File: config.mk
export PLATFORM = sky130hd
export DESIGN_NAME = e1000_rx_filter
export DESIGN_NICKNAME = d
export VERILOG_FILES = /design/src/rtl/e1000_rx_filter.sv
export SDC_FILE = /design/constraint.sdc
export NUM_CORES = 1
export LEC_CHECK = 0
export ABC_AREA = 0
export CAP_MARGIN = 5
export CELL_PAD_IN_SITES_DETAIL_PLACEMENT = 1
export CELL_PAD_IN_SITES_GLOBAL_PLACEMENT = 1
export CORE_MARGIN = 3
export CORE_UTILIZATION = 40
export DETAILED_ROUTE_END_ITERATION = 8
export PLACE_DENSITY_LB_ADDON = 0.2
export SLEW_MARGIN = 20
export SYNTH_ARGS = -nofsm -noshare
export SYNTH_HDL_FRONTEND = slang
export SYNTH_SLANG_ARGS = --single-unit
File: constraint.sdc
create_clock -name clk_i -period 3.4 [get_ports clk_i]
set_input_delay 1.02 -clock clk_i [delete_from_list [all_inputs] [get_ports clk_i]]
set_output_delay 1.02 -clock clk_i [all_outputs]
set_load 0.01 [all_outputs]
File: src/rtl/e1000_rx_filter.sv
// e1000 receive address filter.
// Holds the first two words of each frame in a small FIFO while the destination
// MAC address is evaluated. Accepted frames are committed to the output side.
// Rejected frames are rewound out of the FIFO and the rest of the frame is
// swallowed. A one-cycle status pulse is produced per frame.
// Optional feature macro: RX_FILTER_STATS_EN (good/drop frame counters).
module e1000_rx_filter #(
  parameter int unsigned FIFO_DEPTH = 4
) (
  input  logic        clk_i,
  input  logic        rst_i,
  input  logic        EN,
  input  logic        UPE,
  input  logic        MPE,
  input  logic        BAM,
  input  logic [31:0] RAL0,
  input  logic [31:0] RAH0,
  input  logic [31:0] mac_s_tdata,
  input  logic [3:0]  mac_s_tkeep,
  input  logic        mac_s_tvalid,
  input  logic        mac_s_tlast,
  output logic        mac_s_tready,
  output logic [31:0] mac_m_tdata,
  output logic [3:0]  mac_m_tkeep,
  output logic        mac_m_tvalid,
  output logic        mac_m_tlast,
  input  logic        mac_m_tready,
  output logic        frame_done,
  output logic        frame_drop,
  output logic [1:0]  drop_reason,
  output logic [15:0] frame_len,
  output logic [31:0] good_cnt,
  output logic [31:0] drop_cnt
);

  localparam int unsigned AW = $clog2(FIFO_DEPTH);
  localparam logic [AW:0] PTR_ONE = {{AW{1'b0}}, 1'b1};

  typedef enum logic [1:0] {HDR0, HDR1, PASS, DROP} state_t;

  state_t      state;
  logic [AW:0] wr_ptr, rd_ptr, start_ptr, commit_ptr;
  logic [36:0] mem [FIFO_DEPTH];
  logic [36:0] rd_entry;
  logic [31:0] word0;
  logic [15:0] len_acc;
  logic [1:0]  hold_reason;

  logic        full, in_hs, out_hs;
  logic [2:0]  word_bytes;
  logic [15:0] len_base, len_sat;
  logic [16:0] len_sum;
  logic [47:0] dest, station;
  logic        dec_accept;
  logic [1:0]  dec_reason;
  logic        unused_rah;

  assign unused_rah = ^RAH0[30:16];

  function automatic logic [2:0] keep_bytes(input logic [3:0] k);
    logic [2:0] n;
    n = '0;
    for (int unsigned i = 0; i < 4; i++) n = n + {2'b00, k[i]};
    return n;
  endfunction

  assign full = (wr_ptr[AW] != rd_ptr[AW]) && (wr_ptr[AW-1:0] == rd_ptr[AW-1:0]);

  // Held low while in reset; DROP swallows words without touching the FIFO.
  assign mac_s_tready = !rst_i && ((state == DROP) || !full);
  assign in_hs  = mac_s_tvalid && mac_s_tready;

  assign rd_entry     = mem[rd_ptr[AW-1:0]];
  assign mac_m_tvalid = (rd_ptr != commit_ptr);
  assign mac_m_tdata  = rd_entry[31:0];
  assign mac_m_tkeep  = rd_entry[35:32];
  assign mac_m_tlast  = mac_m_tvalid && rd_entry[36];
  assign out_hs = mac_m_tvalid && mac_m_tready;

  // Running byte count; the first word of a frame restarts it.
  assign word_bytes = keep_bytes(mac_s_tkeep);
  assign len_base   = (state == HDR0) ? 16'd0 : len_acc;
  assign len_sum    = {1'b0, len_base} + {14'd0, word_bytes};
  assign len_sat    = len_sum[16] ? 16'hFFFF : len_sum[15:0];

  assign dest    = {mac_s_tdata[15:0], word0};
  assign station = {RAH0[15:0], RAL0};

  // Accept/reject decision taken on the second header word.
  always_comb begin
    dec_accept = 1'b0;
    dec_reason = 2'd1;
    if (!EN) begin
      dec_reason = 2'd2;
    end else if (mac_s_tlast) begin
      dec_reason = 2'd3;
    end else begin
      if (dest == 48'hFFFF_FFFF_FFFF)
        dec_accept = BAM || MPE;
      else if (word0[0])
        dec_accept = MPE;
      else
        dec_accept = UPE || (RAH0[31] && (dest == station));
      if (dec_accept) dec_reason = 2'd0;
    end
  end

  // FIFO storage; words seen in DROP are never written.
  always_ff @(posedge clk_i) begin
    if (in_hs && (state != DROP))
      mem[wr_ptr[AW-1:0]] <= {mac_s_tlast, mac_s_tkeep, mac_s_tdata};
  end

  // Frame FSM, pointer management and per-frame status.
  always_ff @(posedge clk_i or posedge rst_i) begin
    if (rst_i) begin
      state       <= HDR0;
      wr_ptr      <= '0;
      rd_ptr      <= '0;
      start_ptr   <= '0;
      commit_ptr  <= '0;
      word0       <= '0;
      len_acc     <= '0;
      hold_reason <= '0;
      frame_done  <= 1'b0;
      frame_drop  <= 1'b0;
      drop_reason <= '0;
      frame_len   <= '0;
    end else begin
      frame_done <= 1'b0;
      if (out_hs) rd_ptr <= rd_ptr + PTR_ONE;
      if (in_hs) begin
        len_acc <= len_sat;
        if (mac_s_tlast) begin
          frame_done <= 1'b1;
          frame_len  <= len_sat;
        end
        case (state)
          HDR0: begin
            word0 <= mac_s_tdata;
            if (mac_s_tlast) begin
              // Single-word frame: word stays unreferenced since wr_ptr is not advanced.
              frame_drop  <= 1'b1;
              drop_reason <= 2'd3;
            end else begin
              wr_ptr <= wr_ptr + PTR_ONE;
              state  <= HDR1;
            end
          end
          HDR1: begin
            if (dec_accept) begin
              wr_ptr     <= wr_ptr + PTR_ONE;
              commit_ptr <= wr_ptr + PTR_ONE;
              state      <= PASS;
            end else begin
              wr_ptr      <= start_ptr;
              hold_reason <= dec_reason;
              if (mac_s_tlast) begin
                frame_drop  <= 1'b1;
                drop_reason <= dec_reason;
                state       <= HDR0;
              end else begin
                state <= DROP;
              end
            end
          end
          PASS: begin
            wr_ptr     <= wr_ptr + PTR_ONE;
            commit_ptr <= wr_ptr + PTR_ONE;
            if (mac_s_tlast) begin
              start_ptr   <= wr_ptr + PTR_ONE;
              frame_drop  <= 1'b0;
              drop_reason <= 2'd0;
              state       <= HDR0;
            end
          end
          DROP: begin
            if (mac_s_tlast) begin
              frame_drop  <= 1'b1;
              drop_reason <= hold_reason;
              state       <= HDR0;
            end
          end
          default: state <= HDR0;
        endcase
      end
    end
  end

`ifdef RX_FILTER_STATS_EN
  // Frame counters advance on the registered status pulse.
  always_ff @(posedge clk_i or posedge rst_i) begin
    if (rst_i) begin
      good_cnt <= '0;
      drop_cnt <= '0;
    end else if (frame_done) begin
      if (frame_drop) drop_cnt <= drop_cnt + 32'd1;
      else            good_cnt <= good_cnt + 32'd1;
    end
  end
`else
  assign good_cnt = '0;
  assign drop_cnt = '0;
`endif

endmodule

# --- Word-level counts from Yosys, hierarchy flattened ---
# Memory sizes are Yosys's and may differ from the RTL's.
# Index checks and enable logic that the tools add are counted.
# W data, S select, Z words.
op_classes:
  add_sub_neg: 6
  mul: 0
  n_div: 0
  n_lt_le_gt_ge: 0
  eq_ne: 17
  n_shift: 0
  mux: 34
  n_bitwise: 1
  n_reduce_logical: 26
op_table:
  columns: ["cell", "count"]
  rows:
  - ["$eq A48 B48 Y1", 1]
  - ["$eq A48 B48 Y1 const B", 1]
  - ["$mux W16", 2]
  - ["$mux W2", 10]
  - ["$reduce_and A3 Y1", 6]
  - ["$add A16 B3 Y17", 1]
  - ["$ne A2 B2 Y1 const B", 8]
  - ["$mux W1", 14]
  - ["$mux W3", 3]
  - ["$pmux W3 S3", 1]
  - ["$pmux W2 S4", 1]
  - ["$logic_and A1 B1 Y1", 7]
  - ["$add A3 B1 Y3 const B", 2]
  - ["$pmux W2 S3", 1]
  - ["$pmux W3 S2", 1]
  - ["$reduce_and A6 Y1", 1]
  - ["$eq A2 B2 Y1 const B", 2]
  - ["$reduce_and A2 Y1", 2]
  - ["$reduce_or A2 Y1", 2]
  - ["$add A2 B1 Y3", 1]
  - ["$add A3 B1 Y3", 1]
  - ["$logic_or A1 B1 Y1", 3]
  - ["$ne A3 B3 Y1", 1]
  - ["$pmux W1 S3", 1]
  - ["10 further kinds", 11]
totals:
  register_bits: 84
  latchBits: 0
  ram_bits: 148
  rom_bits: 0
  out_inout_bits: 123
  wordCells: 97
  memories: 1
mem_list:
  columns: ["memory", "depth", "width", "read_ports", "rd_clocked_by_memory_dff", "wr", "line", "rtl"]
  rows:
  - ["mem", 4, 37, 1, 0, 1, "43", "logic [36:0] mem [FIFO_DEPTH];"]

# --- Longest topological paths before layout ---
depth:
  depth_word: 13
  depth_mapped: 15
  ltp_nobuf: 12

# --- Worst setup path after synthesis ---
# No wires, ideal clock.
synth_timing:
  kind: "input -> register"
  from: "in mac_s_tkeep[0]"
  to: "reg frame_len[4]"
  setup_ps: 76
  arrival_ps: 3453
  required_time_ps: 3324
  path_slack_ps: -130
  path_stages: 12
  path_buffers: 1
  cell_sequence: "fa_1 > fa_1 > inv_1 > fa_1 > inv_1 > and3_1 > nand4_1 > or3_1 > clkbuf_1 > o21ai_1 > a31oi_1 > o21ai_1"
synth_between:
  elab_chain_cells: 5
synth_rtl:
  columns: ["element", "line", "rtl"]
  rows:
  - ["from (decl)", "19", "input logic [3:0] mac_s_tkeep,"]
  - ["$add A1 B1 Y2", "63", "for (int unsigned i = 0; i < 4; i++) n = n + {2'b00, k[i]};"]
  - ["$add A2 B1 Y3", "63", null]
  - ["$add A3 B1 Y3", "63", null]
  - ["$add A16 B3 Y17", "83", "assign len_sum = {1'b0, len_base} + {14'd0, word_bytes};"]
  - ["$mux W16", "84", "assign len_sat = len_sum[16] ? 16'hFFFF : len_sum[15:0];"]
  - ["to (signal assigned)", "136", "frame_len <= len_sat;"]
  - ["to (decl)", "31", "output logic [15:0] frame_len,"]
# Every way passes these cells.
# A chain may end at the register's enable or synchronous reset.

# --- Final worst setup path ---
layout_timing:
  from: "reg rd_ptr[1]"
  to: "out mac_m_tdata[9]"
layout_between:
  elab_chain_cells: 1
layout_rtl:
  columns: ["element", "line", "rtl"]
  rows:
  - ["from (decl)", "42", "logic [AW:0] wr_ptr, rd_ptr, start_ptr, commit_ptr;"]
  - ["from (signal assigned)", "131", "if (out_hs) rd_ptr <= rd_ptr + PTR_ONE;"]
  - ["$mem_v2 Z4 W37", null, null]
  - ["to (decl)", "23", "output logic [31:0] mac_m_tdata,"]
# Every way passes these cells.

==> impl_metrics.json <==
{
  "crit_arrival_ns": 2.30,
  "ir_drop_v": 0.000356,
  "fin_setup_tns_ns": 0,
  "cp_top_family": "buffers and inverters",
  "ant_nets": 0,
  "initial_core_util": 0.411,
  "synth_cells": 717,
  "drc": 0,
  "synthFlopType": "edfxtp_1",
  "syn_area_per_cell_sq_um": 14.6,
  "rsz0062_at_grt": "no",
  "maxSlewViolCount": 0,
  "swShare": 0.315,
  "avgViaCountPerCell": 5.15,
  "yosys-top-cells-area": "edfxtp_1, dfrtp_1, mux4_2",
  "tritoncts": "built",
  "worst-slew-pin-transition_ns": 0.793,
  "grt_overflow": 0,
  "yosysTopAreaCellShare": 0.424,
  "fp-row-count": 58,
  "final_layout_size_suffix_gt1_frac": 0.206,
  "synth_seq_cells": 232,
  "post-route-util": 0.528,
  "synth_seq_area_share": 0.625,
  "grt_pass1_vias": 7202,
  "power.share.combinational": 0.347,
  "p_sw_w": 0.00328,
  "die-height_microns": 168,
  "synthArstFlopShare": 0.362,
  "hold_class": "register to register",
  "ys.warnings.count": 0,
  "status": "complete, no violations",
  "pwr-share-seq": 0.394,
  "layout_commonest_cell": "edfxtp_1",
  "io_pins": 232,
  "startpoint": "rd_ptr[1]",
  "required_ns": 2.38,
  "dieArea_sq_um": 28200,
  "p_clk_frac": 0.259,
  "hold_depth": 2,
  "crit_slowest_cell": "dfrtp_4",
  "diodes": 0,
  "nNetsFinal": 1041,
  "worst_path_largest_cell_delay_ns": 0.65,
  "grt_usage": 0.192,
  "layout_common_cells": "edfxtp_1, clkdlybuf4s50_1, dfrtp_1",
  "setup_violations": 0,
  "wirelength_mm": 27.7,
  "min_period_ns": 3.32,
  "holdBufCountCts": 0,
  "die_w_microns": 168,
  "worstPathCellList": "buf_4 -> mux4_2 -> clkdlybuf4s50_1",
  "grt_antenna_before_repair": 1,
  "h-tree-depth": 1,
  "cts_root_buffer": "clkbuf_16",
  "instances_no_fill": 1272,
  "p_leak_nw": 5.04,
  "slew_headroom": 0.471,
  "path_depth": 3,
  "synth_top_area_cell": "edfxtp_1",
  "timing.fmax_ghz": 0.301,
  "placed_cells": 1226,
  "cts.sinks": 232,
  "cp.buffers_inverters": 2,
  "io_buffers": 152,
  "crit_fanout": 20,
  "grt_max_degree": 41,
  "hold_viol_final": 0,
  "clk_latency_ns": 0.54,
  "dpl_cell_area_sq_um": 12600,
  "post_cts_buffers": 0,
  "r2r_start": "state[1]",
  "final_area_sq_um": 13400,
  "reg2reg_depth": 12,
  "first_pass_iters": 6,
  "clock_skew_ns": 0.0211,
  "syn_to_final_growth_pct": 28.3,
  "hpwlAfterDp_mm": 19.6,
  "crit_path_start_kind": "register",
  "drt_iter0_markers": 402,
  "place.gp.congestion": 0.847,
  "num_vias": 6551,
  "coreArea_sq_um": 25500,
  "cts_max_path_buffers": 3,
  "critPathCaptureType": "output port",
  "power_density_nw_per_um2": 772,
  "grt_pass1_wl_mm": 42.2,
  "crit_type": "register to output port",
  "maxCapViolCount": 0,
  "wl_per_cell_microns": 21.8,
  "period_share": 0.977,
  "cts_inserted_buffers": 25,
  "p_int_w": 0.00711,
  "ys_types": 54,
  "finalPower_w": 0.0104,
  "min_from": "len_acc[0]",
  "clkTransAtPathRegs_ns": 0.06,
  "synth_edf_count": 148,
  "netlist_area_sq_um": 10500
}
## cell families after synthesis
| kind of cell | after synthesis | synth area share |
|---|---|---|
| mux | 80 | 0.127 |
| other cells | 1 | 0.000358 |
| fa+ha+maj | 9 | 0.0129 |
| xor+xnor | 61 | 0.0510 |
| simple gates | 155 | 0.0765 |
| buf+inv | 106 | 0.0626 |
| compound gates | 73 | 0.0450 |
| flops | 232 | 0.625 |
## registers in the layout (all words and copies together), names as in the netlist, 2 cells and up
name,count
hold_reason,2
len_acc,16
mem,148
frame_len,16
drop_reason,2
rd_ptr,3
state,2
start_ptr,3
word0,32
wr_ptr,3
commit_ptr,3
## power groups by stage
stage | registers [W] | logic (W) | clock network (W)
after global routing | 0.00416 | 0.00391 | 0.00286
after CTS | 0.00409 | 0.00368 | 0.00276
after floorplan | 0.00395 | 0.00216 | 0
final | 0.00409 | 0.00361 | 0.00269
after detailed placement | 0.00414 | 0.00365 | 0
after global placement | 0.00410 | 0.00355 | 0
## synthesized netlist by cell type (2+ instances only)
| master | count |
|---|---|
| mux2_4 | 4 |
| dfrtp_1 | 84 |
| inv_1 | 12 |
| fa_1 | 3 |
| nand3_1 | 8 |
| nand2_1 | 50 |
| or2_2 | 2 |
| nor2_1 | 23 |
| buf_4 | 66 |
| and4_1 | 4 |
| and3_1 | 8 |
| nand2b_1 | 6 |
| nor2b_1 | 3 |
| and2_1 | 5 |
| o21ai_1 | 2 |
| a31oi_1 | 9 |
| mux2_1 | 8 |
| nor3b_1 | 2 |
| nor4_1 | 5 |
| a21oi_1 | 18 |
| o21ai_0 | 24 |
| mux4_2 | 37 |
| ha_1 | 6 |
| o211ai_1 | 2 |
| xnor2_1 | 52 |
| buf_1 | 3 |
| clkbuf_1 | 16 |
| buf_2 | 8 |
| edfxtp_1 | 148 |
| o21a_1 | 3 |
| o221ai_1 | 3 |
| xor2_1 | 9 |
| nor3_1 | 7 |
| nand4_1 | 25 |
| or3_1 | 3 |
| mux2_2 | 31 |
## worst reg2reg max path, delay by kind of cell (launching register included)
family	cells	cell delay [ns]
compound gates	1	0.38
fa+ha+maj	2	0.55
buf+inv	3	0.28
flops	1	0.38
simple gates	6	1.22
## layer usage
| metal | share of wire | GRT usage |
|---|---|---|
| met5 | 0.00040 | 0 |
| met1 | 0.42 | 0.249 |
| met4 | 0.015 | 0.0309 |
| met3 | 0.050 | 0.0350 |
| met2 | 0.52 | 0.344 |
## final cells by class
cell class                 count  area [sq um]
fill                        2475         12000
sequential                   232          6550
multi-input combinational    442          3560
timing repair buffer         209          2060
clock buffer                  34           689
tap                          330           413
clock inverter                12           125
inverter                      13          50.0
## through the flow
step | setup WS [ns] | hold WS [ns]
2_1_floorplan | 0.0185 | 0.442
3_3_place_gp | -0.629 | 0.456
3_5_place_dp | -0.664 | 0.463
4_1_cts | 0.00398 | 0.476
5_1_grt | 0.00817 | 0.517
6_report | 0.0783 | 0.470
## path summary, 6_finish.rpt
| kind | slack [ns] | endpoint |
|---|---|---|
| max in group asynchronous | 1.68 | frame_len[0] |
| max reg2reg | 0.50 | frame_len[3] |
| max | 0.08 | mac_m_tdata[9] |
| min in group asynchronous | 1.02 | rd_ptr[2] |
| min reg2reg | 0.47 | len_acc[0] |
| min | 0.47 | len_acc[0] |
## repair_timing
action | 4_1_cts | 5_1_grt
setup endpoints to repair | 43 | 23
pin swaps | 2 | 2
endpoints found under the hold margin | 0 | 0
resized for setup | 9 | 11
No activity file was read; power rests on OpenSTA's default activity.
